===== config.mk =====
export PLATFORM = sky130hd
export DESIGN_NAME = mem_stage
export DESIGN_NICKNAME = d
export VERILOG_FILES = /design/src/rtl/mem_stage.sv
export SDC_FILE = /design/constraint.sdc
export NUM_CORES = 1
export LEC_CHECK = 0
export ABC_AREA = 1
export ABC_CLOCK_PERIOD_IN_PS = 1620
export BUFFER_PORTS_ARGS = -buffer_cell sky130_fd_sc_hd__buf_2
export CAP_MARGIN = 30
export CORE_UTILIZATION = 47
export DETAILED_ROUTE_END_ITERATION = 6
export GPL_ROUTABILITY_DRIVEN = 0
export PLACE_DENSITY = 0.76
export SLEW_MARGIN = 20
export SYNTH_ARGS = -nofsm -noshare
export SYNTH_HDL_FRONTEND = slang
export SYNTH_SLANG_ARGS = --single-unit

===== constraint.sdc =====
create_clock -name clk -period 1.62 [get_ports clk]
set_input_delay 0.243 -clock clk [delete_from_list [all_inputs] [get_ports clk]]
set_output_delay 0.243 -clock clk [all_outputs]
set_load 0.005 [all_outputs]

===== src/rtl/mem_stage.sv =====
// Memory pipeline stage: issues one load/store on the data bus, waits for ack, forwards the raw word to asm.
// Define MEM_STAGE_TIMEOUT_EN to abort a bus access that is not acknowledged within TIMEOUT_CYCLES.
package core;

  typedef struct packed {
    logic [31:0] de_inst;
    logic [31:0] pc;
    logic [31:0] rs1_value;
    logic [31:0] rs2_value;
    logic [31:0] ex_result;
    logic [31:0] ex_addr;
    logic        valid;
  } ex_mem_t;

  typedef struct packed {
    logic [31:0] de_inst;
    logic [31:0] pc;
    logic [31:0] ex_result;
    logic [31:0] ex_addr;
    logic [31:0] mem_result;
    logic        valid;
  } mem_asm_t;

  localparam logic [31:0] INST_NOP  = 32'h0000_0013;
  localparam logic [6:0]  OPC_LOAD  = 7'b0000011;
  localparam logic [6:0]  OPC_STORE = 7'b0100011;
  localparam logic [2:0]  F3_BYTE   = 3'b000;
  localparam logic [2:0]  F3_HALF   = 3'b001;

  localparam mem_asm_t mem_asm_rst = '{
    de_inst:    INST_NOP,
    pc:         32'h0,
    ex_result:  32'h0,
    ex_addr:    32'h0,
    mem_result: 32'h0,
    valid:      1'b0
  };

endpackage

module mem_stage #(
  parameter int TIMEOUT_CYCLES = 16
) (
  input  logic           clk,
  input  logic           rst,
  input  logic           en,
  input  logic           next_rdy,
  input  core::ex_mem_t  ex_mem,
  output logic           dmem_req,
  output logic           dmem_we,
  output logic [31:0]    dmem_addr,
  output logic [31:0]    dmem_wdata,
  output logic [3:0]     dmem_be,
  input  logic           dmem_ack,
  input  logic [31:0]    dmem_rdata,
  output core::mem_asm_t mem_asm,
  output logic           mem_err,
  output logic           rdy
);

  localparam logic [1:0] ST_IDLE = 2'd0;
  localparam logic [1:0] ST_BUSY = 2'd1;
  localparam logic [1:0] ST_DONE = 2'd2;

  logic [1:0]     state_q, state_d;
  core::ex_mem_t  op_q, op_d;
  logic [31:0]    rdata_q, rdata_d;
  core::mem_asm_t mem_asm_q, mem_asm_d;
  logic           we_q, we_d;
  logic [31:0]    addr_q, addr_d;
  logic [31:0]    wdata_q, wdata_d;
  logic [3:0]     be_q, be_d;

`ifdef MEM_STAGE_TIMEOUT_EN
  localparam int CNT_W = $clog2(TIMEOUT_CYCLES + 1);
  localparam logic [CNT_W-1:0] CNT_LAST = CNT_W'(TIMEOUT_CYCLES - 1);

  logic [CNT_W-1:0] cnt_q, cnt_d;
  logic             err_q, err_d;
`endif

  // Decode of the incoming op; bus fields are computed here and latched on accept.
  logic [6:0]  in_opcode;
  logic [2:0]  in_funct3;
  logic [1:0]  in_off;
  logic        in_is_store;
  logic        in_is_mem;
  logic [3:0]  in_be;
  logic [31:0] in_wdata;
  logic [31:0] load_word;

  always_comb begin
    // NOTE: every always_comb output gets a default first so no path leaves it unassigned (no latch).
    in_opcode   = ex_mem.de_inst[6:0];
    in_funct3   = ex_mem.de_inst[14:12];
    in_off      = ex_mem.ex_addr[1:0];
    in_is_store = (in_opcode == core::OPC_STORE);
    in_is_mem   = in_is_store || (in_opcode == core::OPC_LOAD);
    in_wdata    = ex_mem.rs2_value << {in_off, 3'b000};
    in_be       = 4'b1111;
    if (in_is_store) begin
      case (in_funct3)
        core::F3_BYTE: in_be = 4'b0001 << in_off;
        core::F3_HALF: in_be = 4'b0011 << {in_off[1], 1'b0};
        default:       in_be = 4'b1111;
      endcase
    end
  end

  // Stores report a zero result; loads forward the raw bus word untouched.
  assign load_word = we_q ? 32'h0 : dmem_rdata;

  function automatic core::mem_asm_t to_asm(input core::ex_mem_t e,
                                            input logic [31:0]   result,
                                            input logic          v);
    core::mem_asm_t a;
    a.de_inst    = e.de_inst;
    a.pc         = e.pc;
    a.ex_result  = e.ex_result;
    a.ex_addr    = e.ex_addr;
    a.mem_result = result;
    a.valid      = v;
    return a;
  endfunction

  assign rdy = en && next_rdy && (state_q == ST_IDLE);

  always_comb begin
    state_d   = state_q;
    op_d      = op_q;
    rdata_d   = rdata_q;
    mem_asm_d = mem_asm_q;
    we_d      = we_q;
    addr_d    = addr_q;
    wdata_d   = wdata_q;
    be_d      = be_q;
`ifdef MEM_STAGE_TIMEOUT_EN
    cnt_d     = cnt_q;
    err_d     = 1'b0;
`endif

    case (state_q)
      ST_IDLE: begin
        if (rdy && ex_mem.valid && in_is_mem) begin
          state_d         = ST_BUSY;
          op_d            = ex_mem;
          we_d            = in_is_store;
          addr_d          = {ex_mem.ex_addr[31:2], 2'b00};
          wdata_d         = in_wdata;
          be_d            = in_be;
          mem_asm_d.valid = 1'b0;
`ifdef MEM_STAGE_TIMEOUT_EN
          cnt_d           = '0;
`endif
        end else if (next_rdy) begin
          mem_asm_d = to_asm(ex_mem, 32'h0, en && ex_mem.valid);
        end
      end

      ST_BUSY: begin
        if (dmem_ack) begin
          rdata_d = load_word;
          we_d    = 1'b0;
          be_d    = 4'b0000;
          if (next_rdy) begin
            mem_asm_d = to_asm(op_q, load_word, 1'b1);
            state_d   = ST_IDLE;
          end else begin
            state_d   = ST_DONE;
          end
        end
`ifdef MEM_STAGE_TIMEOUT_EN
        // An ack on the last allowed cycle is taken above, so it always beats the abort.
        else if (cnt_q == CNT_LAST) begin
          state_d         = ST_IDLE;
          mem_asm_d.valid = 1'b0;
          err_d           = 1'b1;
          we_d            = 1'b0;
          be_d            = 4'b0000;
        end else begin
          cnt_d = cnt_q + 1'b1;
        end
`endif
      end

      ST_DONE: begin
        if (next_rdy) begin
          mem_asm_d = to_asm(op_q, rdata_q, 1'b1);
          state_d   = ST_IDLE;
        end
      end

      default: state_d = ST_IDLE;
    endcase
  end

  always_ff @(posedge clk) begin
    // NOTE: sequential state uses non-blocking assignments so every flop samples pre-edge values.
    if (rst) begin
      state_q   <= ST_IDLE;
      op_q      <= '0;
      rdata_q   <= 32'h0;
      mem_asm_q <= core::mem_asm_rst;
      we_q      <= 1'b0;
      addr_q    <= 32'h0;
      wdata_q   <= 32'h0;
      be_q      <= 4'b0000;
    end else begin
      state_q   <= state_d;
      op_q      <= op_d;
      rdata_q   <= rdata_d;
      mem_asm_q <= mem_asm_d;
      we_q      <= we_d;
      addr_q    <= addr_d;
      wdata_q   <= wdata_d;
      be_q      <= be_d;
    end
  end

`ifdef MEM_STAGE_TIMEOUT_EN
  always_ff @(posedge clk) begin
    if (rst) begin
      cnt_q <= '0;
      err_q <= 1'b0;
    end else begin
      cnt_q <= cnt_d;
      err_q <= err_d;
    end
  end

  assign mem_err = err_q;
`else
  assign mem_err = 1'b0;
`endif

  assign dmem_req   = (state_q == ST_BUSY);
  assign dmem_we    = we_q;
  assign dmem_addr  = addr_q;
  assign dmem_wdata = wdata_q;
  assign dmem_be    = be_q;
  assign mem_asm    = mem_asm_q;

  // Fields carried in the pipeline register that this stage has no use for.
  logic unused_ok;
  assign unused_ok = ^{ex_mem.rs1_value, op_q.rs1_value, op_q.rs2_value, op_q.valid,
                       (TIMEOUT_CYCLES > 0)};

endmodule


==> results.txt, run 1 <==
* Cell area after layout: 23190 um2
- After clock tree synthesis, the clock-pin slew on the worst setup and hold paths is 0.06 ns.
- Pre-antenna DRT Iters: 7
* # DRC: 0
- Crit path max fanout: 7
- Library cell appearing most often on the critical path: buf_12
* Clk_skew: 0.01843 ns
- Count of buffering cells on the critical path with inverters included: 5
- Final number of setup-violating endpoints: 331
- Source-to-sink clock delay at the later pin of the worst-skew pair: 0.54 ns
- After filler insertion, the fill cell instance count of the layout stands at 2558.
- Summed over all cells, the static leakage comes to 10.56 nW.
* Classification of the worst-slack hold path: in2reg
- Count of standard-cell rows: 67
- Clock tree synthesis inserted a total of 39 buffers.
* Maximum capacitance violations: 0
* Drt total wl: 60030 um
* Number of DRC markers after the initial detailed-route iteration: 1682
- Power spread over the standard cell area amounts to 1633 nW/um2.
- Starting utilization of the core area: 0.4789
- Cell area after synthesis: 16100 um2
* Post-Syn Area per Cell: 7.258 um2
* Vias in the first global route: 16570
* Crit path arrival time: 2.30 ns
- Residual overflow from global routing: 0
- The worst setup path is launched from a flip-flop.
- The number of failing hold endpoints at the final stage came to 2.
* Area growth, synth to finish: 44.08%
- Shortest period the worst path allows: 1.874 ns
- Once layout is complete, the utilization of the core stands at 0.6900.
* Type of destination of the critical path: flip-flop
* Standard cell area after detailed placement: 18910 um2
- The first global-routing pass estimated 86310 um of wire.
- Pins Over Slew Limit: 0
- Violations in the final reports: hold timing, setup timing
- Buffers placed on the I/O ports in this run total 427.
- Total GRT Usage: 0.2989
* Maximum frequency from static timing analysis: 533.7 MHz
* H-tree depth: 2
* Worst-case register-to-register setup slack: -0.25 ns
* Deepest clock path buffer count: 3
- The worst setup path is of the reg2reg kind.
- Core Box Area: 33620 um2
* Layout cell share with drive strength beyond 1: 0.2794
- During synthesis, Yosys emitted a total of 0 warnings.
* Final worst-path setup slack: -0.2537 ns
- Traced cell by cell, the critical path runs through inv_2 > buf_6 > ha_4 > nand2_4 > o211ai_4 > nor2_4 > buf_12 > buf_12 > clkbuf_16 > nand3_2 > nand2_1 > nor2_1.
* Count of antenna-violating nets left after detailed routing: 0
- In the final design database the tool counted 2973 nets.
* Post-synthesis cell count: 2218
- Number of enable-type register cells in the synthesized netlist: 0
- Across all layers, the routed design uses 18270 vias.
- For the worst setup path, the data required time is 2.05 ns.
- Cell family with most CP delay: buffers and inverters
- The initial antenna violation count is 13.
- In the final timing run, aggregate negative setup slack is -40.12 ns.
* Outcome: complete, but fails checks
- Among all stages on the critical path, the largest delay is contributed by dfxtp_2.
- In the final routed layout, each cell accounts on average for 18.60 um.
- Once detailed placement completed, the half-perimeter wirelength came to 33730 um.
- Dividing the final minimum period by the clock period gives 1.157.
- The root buffer cell chosen for the clock tree is clkbuf_16.
- Worst Hold Slack: -0.003000 ns
- For this run, asynchronously set or reset flops after synthesis account for 0.
* Maximum number of pins on one net before global-route repair: 79
- Vias per Instance: 5.663
- In this design, the stage delay of the slowest critical-path cell is 0.34 ns.
- In this run the vertical extent of the chip is 187.1 um.
- Flip-flop cell with the highest count after synthesis: dfxtp_1
- Peak supply drop: 1.070 mV
- Setup repair after global routing could not meet its margin everywhere.
- For this run, the register share of the synthesized area comes to 0.4477.
- Boundary Pins: 463
* Seq cells post-synth: 360
- CTS tree: done
* Chip width: 187.1 um
- The die covers 35000 um2.
- The number of different library cells used by synthesis comes to 29.
* Clock sinks: 360
==> where the power goes <==
group,leakage [nW],switching (mW),total (mW),internal (mW)
sequential,2.94,0.986,11.5,10.6
clock,0.641,3.75,9.20,5.44
combinational,6.98,9.27,17.1,7.85
total,10.6,14.0,37.9,23.9
==> worst min-delay path, stage by stage <==
cell,delay [ns]
buf_2,0.09
o21ai_1,0.06
nor2_1,0.09
==> flip-flops by register name, indices dropped and copies added, names as in the netlist <==
name and flops:
dmem_wdata 32, mem_asm 161, dmem_be 4, state_q 2
rdata_q 32, dmem_we 1, op_q 128
==> metrics by stage <==
stage                     power [mW]  std cells  hold slack, ns  setup slack [ns]
after floorplan                20.19       2220          0.3912          -0.02634
after global placement         24.50       2975          0.4307           -0.1641
after detailed placement       24.86       2975          0.4382           -0.2260
after CTS                      35.31       3172       0.0002037           -0.1489
after global routing           39.76       3227        0.009704           -0.3359
final                          37.87       3227       -0.003000           -0.2537
==> logic make-up after synthesis <==
| kind of cell | synth area share |
|---|---|
| and+or+nand+nor | 0.2595 |
| AOI/OAI and AO/OA | 0.1949 |
| DFF | 0.4477 |
| buffers and inverters | 0.09373 |
| adders and majority gates | 0.003886 |
| other | 0.0002329 |
==> path summary, 6_finish.rpt <==
check	start	to	cells past startpoint
max	state_q[1]$_SDFFE_PP0P_	mem_asm[115]$_SDFFE_PP0P_	12
min	ex_mem[180]	op_q[180]$_SDFFE_PP0P_	3
max reg2reg	state_q[1]$_SDFFE_PP0P_	mem_asm[115]$_SDFFE_PP0P_	12
min reg2reg	op_q[165]$_SDFFE_PP0P_	op_q[165]$_SDFFE_PP0P_	2
==> per-layer routing <==
metal  part of all wire  GRT usage  vias up
met5                  0          0        -
met3              0.089    0.05779      240
met2               0.47     0.4863     1109
met4              0.052     0.1532        0
li1                   -          -     8461
met1               0.39     0.3765     8463
==> synthesized netlist by cell type, types with 34 or more instances <==
cell type	instances	area share
a21oi_1	182	0.057
buf_6	36	0.025
buf_2	46	0.014
nor2_1	491	0.11
a22oi_1	128	0.060
nand2_1	352	0.082
inv_1	34	0.0079
o21ai_0	178	0.055
clkbuf_1	92	0.021
dfxtp_1	360	0.45
nand3_1	188	0.058
buf_4	45	0.021
==> cell type report <==
| cell class | instances | area [um2] | share of cell area |
|---|---|---|---|
| diodes | 12 | 30.03 | 0.001295 |
| clock buffers | 57 | 1154 | 0.04974 |
| clock inverters | 13 | 166.4 | 0.007174 |
| inverters | 38 | 165.2 | 0.007121 |
| multi-input cells | 1594 | 7923 | 0.3416 |
| flip-flops and latches | 360 | 7209 | 0.3108 |
| well taps | 448 | 560.5 | 0.02417 |
| repair buffers | 705 | 5987 | 0.2581 |
==> layout by cell type (no fill, tap or decap), types with 59 or more instances in the layout <==
cell | netlist | routed
a21oi_1 | 182 | 165
a22oi_1 | 128 | 123
buf_2 | 46 | 427
buf_4 | 45 | 59
clkbuf_16 | 0 | 64
dfxtp_1 | 360 | 358
dlygate4sd3_1 | 0 | 105
nand2_1 | 352 | 343
nand3_1 | 188 | 160
nor2_1 | 491 | 489
o21ai_0 | 178 | 127
==> what timing repair did <==
| item | CTS | global route |
|---|---|---|
| setup buffers | 13 | 14 |
| setup endpoints to repair | 327 | 343 |
| gates cloned | 10 | 30 |
| resized for setup | 72 | 146 |
| pin swaps | 4 | 17 |
| hold buffers | 104 | 1 |
| hold endpoints to repair | 104 | 1 |
No activity file was read; power rests on OpenSTA's default activity.
==> run 2: changes to the inputs <==
--- a/config.mk
+++ b/config.mk
@@ -12,7 +12,8 @@
 export CORE_UTILIZATION = 47
 export DETAILED_ROUTE_END_ITERATION = 6
 export GPL_ROUTABILITY_DRIVEN = 0
-export PLACE_DENSITY = 0.76
+export PLACE_DENSITY_LB_ADDON = 0.08
+export SETUP_SLACK_MARGIN = 0.05
 export SLEW_MARGIN = 20
 export SYNTH_ARGS = -nofsm -noshare
 export SYNTH_HDL_FRONTEND = slang
==> constraint.sdc (replaced) <==
create_clock -name clk -period 1.62 [get_ports clk]
set_input_delay 0.324 -clock clk [delete_from_list [all_inputs] [get_ports clk]]
set_output_delay 0.324 -clock clk [all_outputs]
set_load 0.005 [all_outputs]
==> results.txt, run 2 (synthesized netlist as in run 1, its figures left out) <==
- The first detailed-routing pass ran for 7 iterations.
* CTS tree: done
* Maximum capacitance violations: 0
- Number of DRC markers after the initial detailed-route iteration: 1183
* Number of clock buffers inserted by TritonCTS: 41
- Crit path max fanout: 10
- Area of the multi-input gates: 8115 um2
- Slew margin rel.: 0.5002
- The critical path in this run is classified as reg2reg.
* # DRC: 0
- Standard cell area after detailed placement: 18810 um2
- The share of total power dissipated in sequential elements is 0.304.
* Crit path arrival time: 2.22 ns
- The first global-routing pass estimated 79690 um of wire.
- Based on the critical path, the design can be clocked at up to 558.1 MHz.
* Hold_buf cts: 0
- Wires add up to 58230 um.
- Fin crit share: 1.106
* Series of cell instances along the critical path: inv_6 > ha_4 > nand3_4 > nor2_4 > nand2_8 > buf_6 > buf_12 > buf_12 > a21oi_1 > nor2_1
- For this run the aggregate overflow at the end of global routing stands at 0.
- Setup repair after global routing could not meet its margin everywhere.
* HP Start: ex_mem[32]
* Violations in the final reports: setup timing
- The largest individual stage delay along the critical path comes from the cell dfxtp_4.
- Cell area after layout: 22450 um2
- Summed over all nets, the switching power comes to 13.58 mW.
* Shortest period the worst path allows: 1.792 ns
- Broken down by cell family, the worst path's largest delay share belongs to buffers and inverters.
* Start point of the critical path: state_q[0]$_SDFFE_PP0P_
* Internal power summed over all cells: 24.31 mW
- The top cell types in the final layout, fill and taps aside, are nor2_1, buf_2, dfxtp_1.
- Critical Path RT: 2.05 ns
- Worst-Margin Slew: 0.7498 ns
- Using the TritonRoute via totals, the vias-per-cell ratio works out to 5.515.
- The initial antenna violation count came to 15.
- Count of placed standard cells in the final layout, fillers left out: 3128
* Vias in the first global route: 15200
- Filler cell count in the final layout: 2875
- Chip width: 187.1 um
* Total GRT Usage: 0.2781
* Total power density per cell area: 1688 nW/um2
* Storage element area: 7214 um2
* Area growth, synth to finish: 39.45%
- The H-tree generated during clock tree synthesis spans 2 levels.
- Across all hold checks on the routed design, the worst slack comes to 0.05394 ns.
* NumNets Final: 2872
- Starting utilization of the core area: 0.4789
* Peak supply drop: 1.035 mV
* Count of standard-cell rows: 67
- Between clock sinks in the finished design, the worst skew comes to 0.01599 ns.
- Slowest cell delay on critical path: 0.37 ns
- Total half-perimeter wirelength after legalization and detailed placement: 33650 um
* Classification of the worst-slack hold path: in2reg
* Count of final hold-check violations: 0
- Critical path launch point type: flip-flop
- After clock tree synthesis, the clock-pin slew on the worst setup and hold paths is 0.06 ns.
- STA classifies the critical path endpoint as a flip-flop.
* Combinational Power Share: 0.448
* Count of antenna-violating nets left after detailed routing: 0
- DR WL/cell: 18.62 um
- Setup violations remaining at the end of the flow were counted as 283.
* Number of vias in the routed layout: 17250
* Library cell appearing most often on the critical path: buf_12
* Full die area: 35000 um2
* Count of port buffers added during placement: 427
- The startpoint identified for the worst register-to-register timing path is state_q[0]$_SDFFE_PP0P_.
* Instance count after placement with tap cells included: 2968
- OpenSTA, run right after detailed placement, puts the worst setup slack at -0.1657 ns.
- Source-to-sink clock delay at the later pin of the worst-skew pair: 0.53 ns
- The critical path contains buffers and inverters numbering 4 combined.
- Largest register FFs: 161
- Net Sw Frac: 0.3585
- The library cell used most frequently in the layout, excluding fill and tap cells, is nor2_1.
* Layout cell share with drive strength beyond 1: 0.3106
* Boundary Pins: 463
- Maximum number of pins on one net before global-route repair: 154
* Clock sinks: 360
* Pleak: 10.14 nW
* Core Box Area: 33620 um2
- CTS Root Cell: clkbuf_16
- Total Negative Setup Slacks: -15.77 ns
- The total count of max-transition violations in the final report came to 0.
- The share of total power dissipated in the clock network is 0.248.
- The clock passes through at most 3 buffers.
- Outcome: complete, but fails checks
- After layout, the worst setup slack is -0.1718 ns.
- Die Y-Extent: 187.1 um
[run 2: worst register-to-register path: stages, from the launching register on]
cell	delay, ns
dfxtp_4	0.37
inv_6	0.07
ha_4	0.16
nand3_4	0.08
nor2_4	0.14
nand2_8	0.14
buf_6	0.16
buf_12	0.14
buf_12	0.16
a21oi_1	0.21
nor2_1	0.07
[run 2: final cells by class]
type / count / area share
repair buffers: 604 / 0.2199
flip-flops and latches: 360 / 0.3214
repair inverters: 1 / 0.001338
diodes: 14 / 0.001561
multi-input cells: 1591 / 0.3615
clock inverters: 6 / 0.003734
inverters: 38 / 0.008416
well taps: 448 / 0.02497
clock buffers: 66 / 0.05718
[run 2: what timing repair did]
| action | 4_1_cts | 5_1_grt |
|---|---|---|
| endpoints found under the hold margin | 0 | 0 |
| buffers inserted | 10 | 17 |
| setup endpoints to repair | 327 | 360 |
| gates cloned | 4 | 44 |
| pin swaps | 3 | 55 |
| gates resized for setup | 19 | 301 |
[run 2: worst paths after layout]
path              slack (ns)  cells after the start                       end
setup / recovery       -0.17                     10  mem_asm[67]$_SDFFE_PP0P_
hold / removal          0.05                      3     op_q[32]$_SDFFE_PP0P_
setup reg to reg       -0.17                     10  mem_asm[67]$_SDFFE_PP0P_
hold reg to reg         0.45                      2    op_q[167]$_SDFFE_PP0P_
[run 2: metal layers]
metal  global-route usage  vias to the layer above  wire length (um)
met5                    0                        -                27
met4               0.1173                        4              2426
met3              0.06248                      161              5234
met2               0.4515                      806             26650
met1               0.3550                     8017             23900
li1                     -                     8263                 -
[run 2: power groups by stage]
stage | sequential (mW) | clock (mW) | combinational, mW
3_3_place_gp | 11.5 | 0 | 13.5
6_report | 11.5 | 9.39 | 17.0
2_1_floorplan | 11.7 | 0 | 8.63
4_1_cts | 11.4 | 9.52 | 14.4
3_5_place_dp | 11.6 | 0 | 13.7
5_1_grt | 11.7 | 9.91 | 18.5
[run 2: metrics by stage]
step / power [mW] / util
global placement: 25.04 / 0.5596
finish: 37.89 / 0.6678
floorplan: 20.30 / -
detailed placement: 25.26 / 0.5596
CTS: 35.39 / 0.6082
global route: 40.14 / 0.6677
